<file path="config.mk">
export PLATFORM = sky130hd
export DESIGN_NAME = popcount_sequencer
export DESIGN_NICKNAME = d
export VERILOG_FILES = /design/src/rtl/popcount_sequencer.sv
export SDC_FILE = /design/constraint.sdc
export NUM_CORES = 1
export LEC_CHECK = 0
export ABC_CLOCK_PERIOD_IN_PS = 5870
export CAP_MARGIN = 10
export CORE_MARGIN = 2
export CORE_UTILIZATION = 32
export CTS_CLUSTER_SIZE = 25
export DETAILED_ROUTE_END_ITERATION = 6
export HOLD_SLACK_MARGIN = 0.1
export SLEW_MARGIN = 10
export SYNTH_ARGS = -nofsm -noshare
export SYNTH_HDL_FRONTEND = slang
export SYNTH_SLANG_ARGS = --single-unit
export TNS_END_PERCENT = 5
</file>
<file path="constraint.sdc">
create_clock -name i_CLK -period 5.87 [get_ports i_CLK]
set_clock_uncertainty 0.2 [all_clocks]
set_input_delay 1.174 -clock i_CLK [delete_from_list [all_inputs] [get_ports i_CLK]]
set_output_delay 1.174 -clock i_CLK [all_outputs]
set_load 0.05 [all_outputs]
</file>
<file path="src/rtl/popcount_sequencer.sv">
// Sequential popcount: feeds a captured word one nibble per cycle through a two-stage
// nibble-count pipeline into an accumulator, then holds the result until it is taken.
module popcount_sequencer #(
  parameter int unsigned WIDTH = 32,
  localparam int unsigned CW = $clog2(WIDTH + 1)
) (
  input  logic             i_CLK,
  input  logic             i_RST,
  input  logic             i_VALID,
  output logic             o_READY,
  input  logic [WIDTH-1:0] i_DATA,
  input  logic             i_INVERSE,
  output logic             o_VALID,
  input  logic             i_READY,
  output logic [CW-1:0]    o_COUNT,
  output logic             o_BUSY
);

  localparam int unsigned N  = WIDTH / 4;
  localparam int unsigned NW = $clog2(N);

  if ((WIDTH % 4) != 0 || WIDTH < 8) begin : g_bad_width
    $error("popcount_sequencer: WIDTH must be a multiple of 4 and >= 8");
  end

  typedef enum logic [1:0] {StIdle, StFeed, StDrain, StDone} state_e;

  state_e           state_q, state_d;
  logic [WIDTH-1:0] shift_q, shift_d;
  logic [NW-1:0]    nib_q, nib_d;
  logic             drain_q, drain_d;
  logic             inv_q, inv_d;
  logic [2:0]       s1_q, s1_d;
  logic             s1_vld_q, s1_vld_d;
  logic [2:0]       s2_q, s2_d;
  logic             s2_vld_q, s2_vld_d;
  logic [CW-1:0]    acc_q, acc_d;
  logic [CW-1:0]    count_q, count_d;
  logic             valid_q, valid_d;

  function automatic logic [2:0] nib_pop(input logic [3:0] n);
    return 3'(n[0]) + 3'(n[1]) + 3'(n[2]) + 3'(n[3]);
  endfunction

  always_comb begin
    state_d  = state_q;
    shift_d  = shift_q;
    nib_d    = nib_q;
    drain_d  = drain_q;
    inv_d    = inv_q;
    count_d  = count_q;
    valid_d  = valid_q;
    s1_d     = nib_pop(shift_q[3:0]);
    s1_vld_d = 1'b0;
    s2_d     = s1_q;
    s2_vld_d = s1_vld_q;
    acc_d    = acc_q + (s2_vld_q ? CW'(s2_q) : '0);

    unique case (state_q)
      StIdle: begin
        if (i_VALID) begin
          state_d = StFeed;
          shift_d = i_DATA;
          inv_d   = i_INVERSE;
          nib_d   = '0;
          acc_d   = '0;
        end
      end
      StFeed: begin
        s1_vld_d = 1'b1;
        shift_d  = shift_q >> 4;
        nib_d    = nib_q + 1'b1;
        if (nib_q == NW'(N - 1)) begin
          state_d = StDrain;
          drain_d = 1'b0;
        end
      end
      StDrain: begin
        drain_d = 1'b1;
        // Second drain cycle: acc_d already includes the last nibble count.
        if (drain_q) begin
          state_d = StDone;
          valid_d = 1'b1;
          count_d = inv_q ? (CW'(WIDTH) - acc_d) : acc_d;
        end
      end
      StDone: begin
        if (i_READY) begin
          state_d = StIdle;
          valid_d = 1'b0;
        end
      end
    endcase
  end

  always_ff @(posedge i_CLK) begin
    if (i_RST) begin
      state_q  <= StIdle;
      shift_q  <= '0;
      nib_q    <= '0;
      drain_q  <= 1'b0;
      inv_q    <= 1'b0;
      s1_q     <= '0;
      s1_vld_q <= 1'b0;
      s2_q     <= '0;
      s2_vld_q <= 1'b0;
      acc_q    <= '0;
      count_q  <= '0;
      valid_q  <= 1'b0;
    end else begin
      state_q  <= state_d;
      shift_q  <= shift_d;
      nib_q    <= nib_d;
      drain_q  <= drain_d;
      inv_q    <= inv_d;
      s1_q     <= s1_d;
      s1_vld_q <= s1_vld_d;
      s2_q     <= s2_d;
      s2_vld_q <= s2_vld_d;
      acc_q    <= acc_d;
      count_q  <= count_d;
      valid_q  <= valid_d;
    end
  end

  assign o_READY = (state_q == StIdle);
  assign o_BUSY  = (state_q != StIdle);
  assign o_VALID = valid_q;
  assign o_COUNT = count_q;

endmodule

</file>
==> impl_metrics.csv, run 1 <==
group,metric,value,unit
floorplan,num_rows,34,
global_route,overflow,0,
power,power_density,446,mW/mm2
critical_path,crit_top_cell,"inv_1",
synth,muxShareOfSynthArea,10.3,%
global_route,grt_pass1_wl,9140,um
global_route,grt-busiest-layer,"met2",
global_route,grt_usage,11.7,%
critical_path,setup.worst_path.class,"flop to primary output",
synth,ys.flop_type,"dfxtp_1",
timing,setup_viol,0,
timing,tightest_slew,1.04,ns
critical_path,crit_chain,"inv_1 -> ha_1 -> inv_1 -> clkdlybuf4s50_1",
layout,final_util,40.6,%
cts,clock_latency,0.34,ns
timing,final_hold_viol_count,0,
cts,tritoncts,"built",
critical_path,start_kind,"flop",
routing,firstDrtPassIters,4,
floorplan,core_area,0.00864,mm2
layout,fin_nets,387,
routing,ant_nets,0,
cts,ctsResizeCount,0,
global_route,met1_usage,14.5,%
layout,drive_above_1_share,7.92,%
timing,fin_tns_setup,0,ns
floorplan,ioPinCount,46,
cts,clk_pin_slew_worst_paths,0.07,ns
power,p_sw,0.556,mW
power,p_sw_share,35.5,%
cts,cts_buffer_depth,2,
global_route,grt_pass1_vias,1983,
synth,synthDistinctLibCells,48,
cts,post_cts_buffers,0,
global_route,grt_start_max_net_pins,57,
timing,slew_headroom,30.8,%
hold_path,hold_path.class,"flop to flop",
layout,diodes,0,
cts,h-tree-depth,3,
power,max-vdd-ir-drop,0.000305,V
power,clockPowerShare,25.8,%
routing,drc_errors,0,
run_status,outcome,"complete, no violations",
timing,fin_crit_sh,56.7,%
synth,synthAdderAreaFrac,6.76,%
power,p_leak,1.35,nW
layout,syn_to_final_growth,24.6,%
synth,syn-num-nets,348,
routing,dr.first_iter.drc_count,82,
synth,synth_top_family_by_area,"simple AND/OR/NAND/NOR gates",
synth,postSynthCellCount,297,
critical_path,slowest_stage,"clkdlybuf4s50_1",
job,cap_violations,0,
placed_design,numPortBuffers,45,
synth,netlist.area_leader.share,42.7,%
synth,synth_edf_count,0,
placed_design,dp_hpwl,3590,um
synth,yosysSeqAreaShare,42.7,%
power,p_comb_share,36.0,%
synth,yosys.area_share.simple,16.4,%
timing,fmax,300,MHz
global_route,groute.layer.met2.usage,18.7,%
global_route,antenna_found_initial,0,
routing,wire_per_inst,11.8,um
routing,wirelength,5290,um
routing,vias,2147,
synth,synthArstFlopShare,0,%
cts,numCtsBuffers,9,
placed_design,gp_congestion,0.780,
critical_path,critical_path.max_stage_delay,0.79,ns
layout,fill_cells,849,
synth,synth_area,0.00281,mm2
critical_path,worstRegToRegCells,5,
power,p_seq_share,38.2,%
hold_path,hold_depth,1,
cts,cts_num_sinks,60,
synth,yosys_warnings,0,
synth,synth.area.top_cells,"dfxtp_1, mux2i_1, a211oi_1",
routing,avgViaCountPerCell,4.78,
floorplan,die_area,0.00956,mm2
critical_path,cp.required,4.50,ns
timing,rsz0062_at_grt,"false",
critical_path,critPathMaxFanout,8,
synth,synth_compound_area_share,15.4,%
floorplan,initial_core_util,32.6,%
cts,root_buffer,"clkbuf_8",
synth,yosysTopAreaCell,"dfxtp_1",
critical_path,endpoint_kind,"primary output",
critical_path,crit_arrival,1.95,ns
synth,syn_area_per_cell,9.47,um2
timing,fin_crit,3.33,ns
global_route,use_met3,4.65,%
cts,hold_buffers,0,
floorplan,die_y,97.8,um
floorplan,die_w,97.8,um
synth,synth_xor_area_share,2.40,%
power,intPower,1.01,mW
timing,slew_violations,0,
synth,synth_seq_cells,60,
through the flow:
stage	worst slack, ns	hold WS (ns)	std cells	cell area, um2	total power [mW]
6_report	2.54	0.232	449	3510	1.57
3_5_place_dp	2.56	0.225	433	3290	1.18
5_1_grt	2.43	0.258	449	3510	1.69
4_1_cts	2.51	0.228	449	3510	1.59
2_1_floorplan	3.11	0.214	297	2810	1.06
3_3_place_gp	2.59	0.216	433	3290	1.17
registers in the layout (all words and copies together), names as in the netlist:
register	cells
drain_q	1
s1_vld_q	1
s2_q	3
nib_q	3
shift_q	32
s2_vld_q	1
inv_q	1
state_q	2
o_VALID	1
acc_q	6
s1_q	3
o_COUNT	6
logic make-up (layout without fill, tap and decap cells):
| family | Yosys count | count (layout) |
|---|---|---|
| AOI/OAI and AO/OA | 57 | 57 |
| xor gates and xnor gates | 6 | 6 |
| adders and majority gates | 14 | 14 |
| buffers and inverters | 33 | 77 |
| DFF | 60 | 60 |
| muxes | 29 | 29 |
| and+or+nand+nor | 98 | 98 |
power by group through the flow:
stage | logic [mW] | registers (mW) | clock network [mW]
6_report | 0.564 | 0.597 | 0.404
5_1_grt | 0.632 | 0.616 | 0.439
4_1_cts | 0.573 | 0.598 | 0.418
3_5_place_dp | 0.570 | 0.607 | 0
3_3_place_gp | 0.563 | 0.605 | 0
2_1_floorplan | 0.471 | 0.592 | 0
path summary, 6_finish.rpt:
| kind | startpoint | to | slack (ns) |
|---|---|---|---|
| worst max-delay path | state_q[1]$_SDFFE_PP0P_ | o_BUSY | 2.54 |
| worst min-delay path | s1_q[0]$_SDFF_PP0_ | s2_q[0]$_SDFF_PP0_ | 0.23 |
| worst max register to register | state_q[1]$_SDFFE_PP0P_ | shift_q[0]$_SDFFE_PP0P_ | 3.01 |
| worst min register to register | s1_q[0]$_SDFF_PP0_ | s2_q[0]$_SDFF_PP0_ | 0.23 |
worst max-delay path: cells and delay by family (launching register included):
family | cells | cell delay [ns]
buffers and inverters | 3 | 0.97
adder cells (fa/ha/maj) | 1 | 0.29
flip-flops | 1 | 0.37
final cells by class:
| type | count | area (um2) | share of cell area [%] |
|---|---|---|---|
| Inverter | 16 | 60.1 | 1.71 |
| Timing Repair Buffer | 45 | 445 | 12.7 |
| Multi-Input combinational cell | 204 | 1450 | 41.3 |
| Sequential cell | 60 | 1200 | 34.3 |
| Tap cell | 108 | 135 | 3.85 |
| Clock inverter | 6 | 88.8 | 2.53 |
| Clock buffer | 10 | 128 | 3.64 |
routing by layer:
layer / up-vias / part of all wire [%]
met5: - / 0
met4: 0 / 1.1
met3: 7 / 4.1
met2: 38 / 46
met1: 983 / 48
li1: 1119 / -
cells in the final DEF (no fill, tap or decap), types with 2 or more instances in the layout:
| master | count |
|---|---|
| nand3_1 | 7 |
| a211oi_1 | 30 |
| a22oi_1 | 3 |
| inv_1 | 16 |
| mux2i_1 | 29 |
| bufinv_16 | 2 |
| fa_1 | 2 |
| dfxtp_1 | 60 |
| nor2_1 | 49 |
| and2_1 | 2 |
| xnor2_1 | 3 |
| nand2_1 | 15 |
| clkbuf_8 | 9 |
| clkinvlp_4 | 2 |
| nor3_1 | 3 |
| a32oi_1 | 3 |
| ha_1 | 11 |
| clkdlybuf4s50_1 | 44 |
| nor2b_1 | 10 |
| a21oi_1 | 7 |
| nand2b_1 | 2 |
| and2_2 | 2 |
Yosys cell counts (all sizes together), types with 2 or more instances:
master  instances
a32oi           3
o21ai           2
xor2            2
xnor2           4
nand2          15
nand2b          3
fa              2
a211oi         31
ha             12
clkbuf          7
inv            16
and2            4
nor3            3
nor2           49
nor2b          10
mux2i          29
a22oi           3
a21oi           8
nand3           8
buf            10
dfxtp          60
No activity file was read; power rests on OpenSTA's default activity.
==> run 2: changes to the inputs <==
- ABC_CLOCK_PERIOD_IN_PS: 5870 -> 3100
- clock period: 5.87 -> 3.1 ns (I/O delays scaled with it)
==> run 2 against run 1 <==
  * Count of clock-buffer cells in the layout increased by 1
  * Design area increased by 1.0%
  * First-iteration DRC count increased by 13%
  * Register-to-register slack got worse by 2.4 ns
  * Sequential share of layout area decreased by 0.34 points
  * Cell count increased by 0.67%
  * Highest routed layer unchanged
==> impl_metrics.csv, run 2 (same netlist as run 1, synthesis figures left out) <==
group,metric,value,unit
critical_path,endpoint_kind,"primary output",
cts,cts_num_sinks,60,
cts,post_cts_buffers,0,
cts,h-tree-depth,3,
layout,final_cell_mix,"dfxtp_1, nor2_1, clkdlybuf4s50_1",
timing,fin_crit_sh,89.6,%
layout,drive_above_1_share,8.72,%
routing,drc_errors,0,
layout,mostFrequentLayoutCell,"dfxtp_1",
critical_path,crit_top_cell,"inv_1",
layout,stdcell_count,452,
critical_path,cp_num_buf_inv,3,
global_route,grt-busiest-layer,"met2",
cts,numCtsBuffers,9,
power,max-vdd-ir-drop,0.000343,V
timing,tightest_slew,0.594,ns
critical_path,crit_arrival,1.96,ns
layout,top_register,"shift_q",
layout,largest_reg_flops,32,
timing,fmax,360,MHz
global_route,overflow,0,
global_route,grt_usage,12.2,%
critical_path,critPathMaxFanout,8,
routing,wire_per_inst,12.2,um
layout,fin_area,0.00354,mm2
global_route,grt_start_max_net_pins,57,
power,power_density,853,mW/mm2
cts,root_buffer,"clkbuf_8",
floorplan,die_area,0.00956,mm2
floorplan,die_y,97.8,um
layout,diodes,0,
global_route,antenna_found_initial,0,
global_route,grt_pass1_vias,2051,
job,cap_violations,0,
hold_path,hold_path.class,"flop to flop",
timing,fin_tns_setup,0,ns
critical_path,critical_path.max_stage_delay,0.79,ns
run_status,outcome,"complete, no violations",
routing,firstDrtPassIters,5,
floorplan,num_rows,34,
global_route,met1_usage,16.0,%
power,p_leak,1.38,nW
timing,fin_crit,2.78,ns
cts,clk_pin_slew_worst_paths,0.07,ns
routing,vias,2136,
floorplan,die_w,97.8,um
layout,syn_to_final_growth,25.9,%
placed_design,dpl_cell_area,0.00332,mm2
critical_path,crit_chain,"inv_1 -> ha_1 -> inv_1 -> clkdlybuf4s50_1",
cts,ctsResizeCount,0,
routing,ant_nets,0,
floorplan,ioPinCount,46,
global_route,grt_pass1_wl,9380,um
timing,setup_viol,0,
layout,regArea,0.00120,mm2
critical_path,start_kind,"flop",
cts,clock_latency,0.34,ns
placed_design,dp_hpwl,3860,um
layout,final_util,41.0,%
critical_path,crit_family,"buffers and inverters",
cts,tritoncts,"built",
routing,wirelength,5510,um
placed_design,gp_congestion,0.814,
timing,slew_headroom,60.2,%
critical_path,setup.worst_path.class,"flop to primary output",
global_route,use_met3,3.58,%
placed_design,dp.cells,436,
critical_path,cp.required,2.28,ns
timing,slew_violations,0,
routing,dr.first_iter.drc_count,93,
cts,hold_buffers,0,
timing,rsz0062_at_grt,"false",
layout,fill_cells,847,
floorplan,core_area,0.00864,mm2
layout,fin_nets,390,
floorplan,initial_core_util,32.6,%
timing,final_hold_viol_count,0,
routing,avgViaCountPerCell,4.73,
placed_design,numPortBuffers,45,
critical_path,slowest_stage,"clkdlybuf4s50_1",
cts,cts_buffer_depth,2,
layout,multi_input_area,0.00145,mm2
global_route,groute.layer.met2.usage,18.5,%
power,p_total,3.02,mW
-- run 2: cell types whose count changed in the layout (fill, tap and decap cells not counted) --
cell | previous run | this run
buf_4 | 0 | 2
clkinvlp_4 | 2 | 0
clkinv_2 | 1 | 3
clkbuf_8 | 9 | 10
clkinv_4 | 1 | 0
buf_12 | 0 | 1
-- run 2: final timing paths --
check / startpoint / end / slack [ns] / cells after the start
setup reg to reg: s2_vld_q$_SDFF_PP0_ / o_COUNT[5]$_SDFFE_PP0P_ / 0.60 / 9
hold reg to reg: s1_vld_q$_SDFF_PP0_ / s2_vld_q$_SDFF_PP0_ / 0.24 / 1
hold / removal: s1_vld_q$_SDFF_PP0_ / s2_vld_q$_SDFF_PP0_ / 0.24 / 1
setup / recovery: state_q[0]$_SDFFE_PP0P_ / o_BUSY / 0.32 / 4
-- run 2: final cells by class --
cell class / instances / share of cell area (%)
Tap cell: 108 / 3.82
Multi-Input combinational cell: 204 / 40.9
Sequential cell: 60 / 33.9
Clock inverter: 5 / 2.12
Clock buffer: 11 / 3.99
Inverter: 16 / 1.70
Timing Repair Buffer: 48 / 13.6
-- run 2: power breakdown --
group          switching, mW  internal [mW]  leakage (nW)
Sequential             0.126           1.01         0.492
Clock                  0.305          0.471         0.113
Combinational          0.631          0.480         0.776
-- run 2: metrics by stage --
stage          hold WS (ns)  worst slack [ns]
2_1_floorplan         0.214             0.757
3_3_place_gp          0.220             0.690
3_5_place_dp          0.229             0.633
4_1_cts               0.246             0.295
5_1_grt               0.255             0.235
6_report              0.236             0.323
-- run 2: metal layers --
| layer | part of all wire (%) | wire [um] |
|---|---|---|
| met1 | 49 | 2680 |
| met2 | 45 | 2460 |
| met3 | 4.4 | 242 |
| met4 | 2.3 | 127 |
| met5 | 0 | 0 |
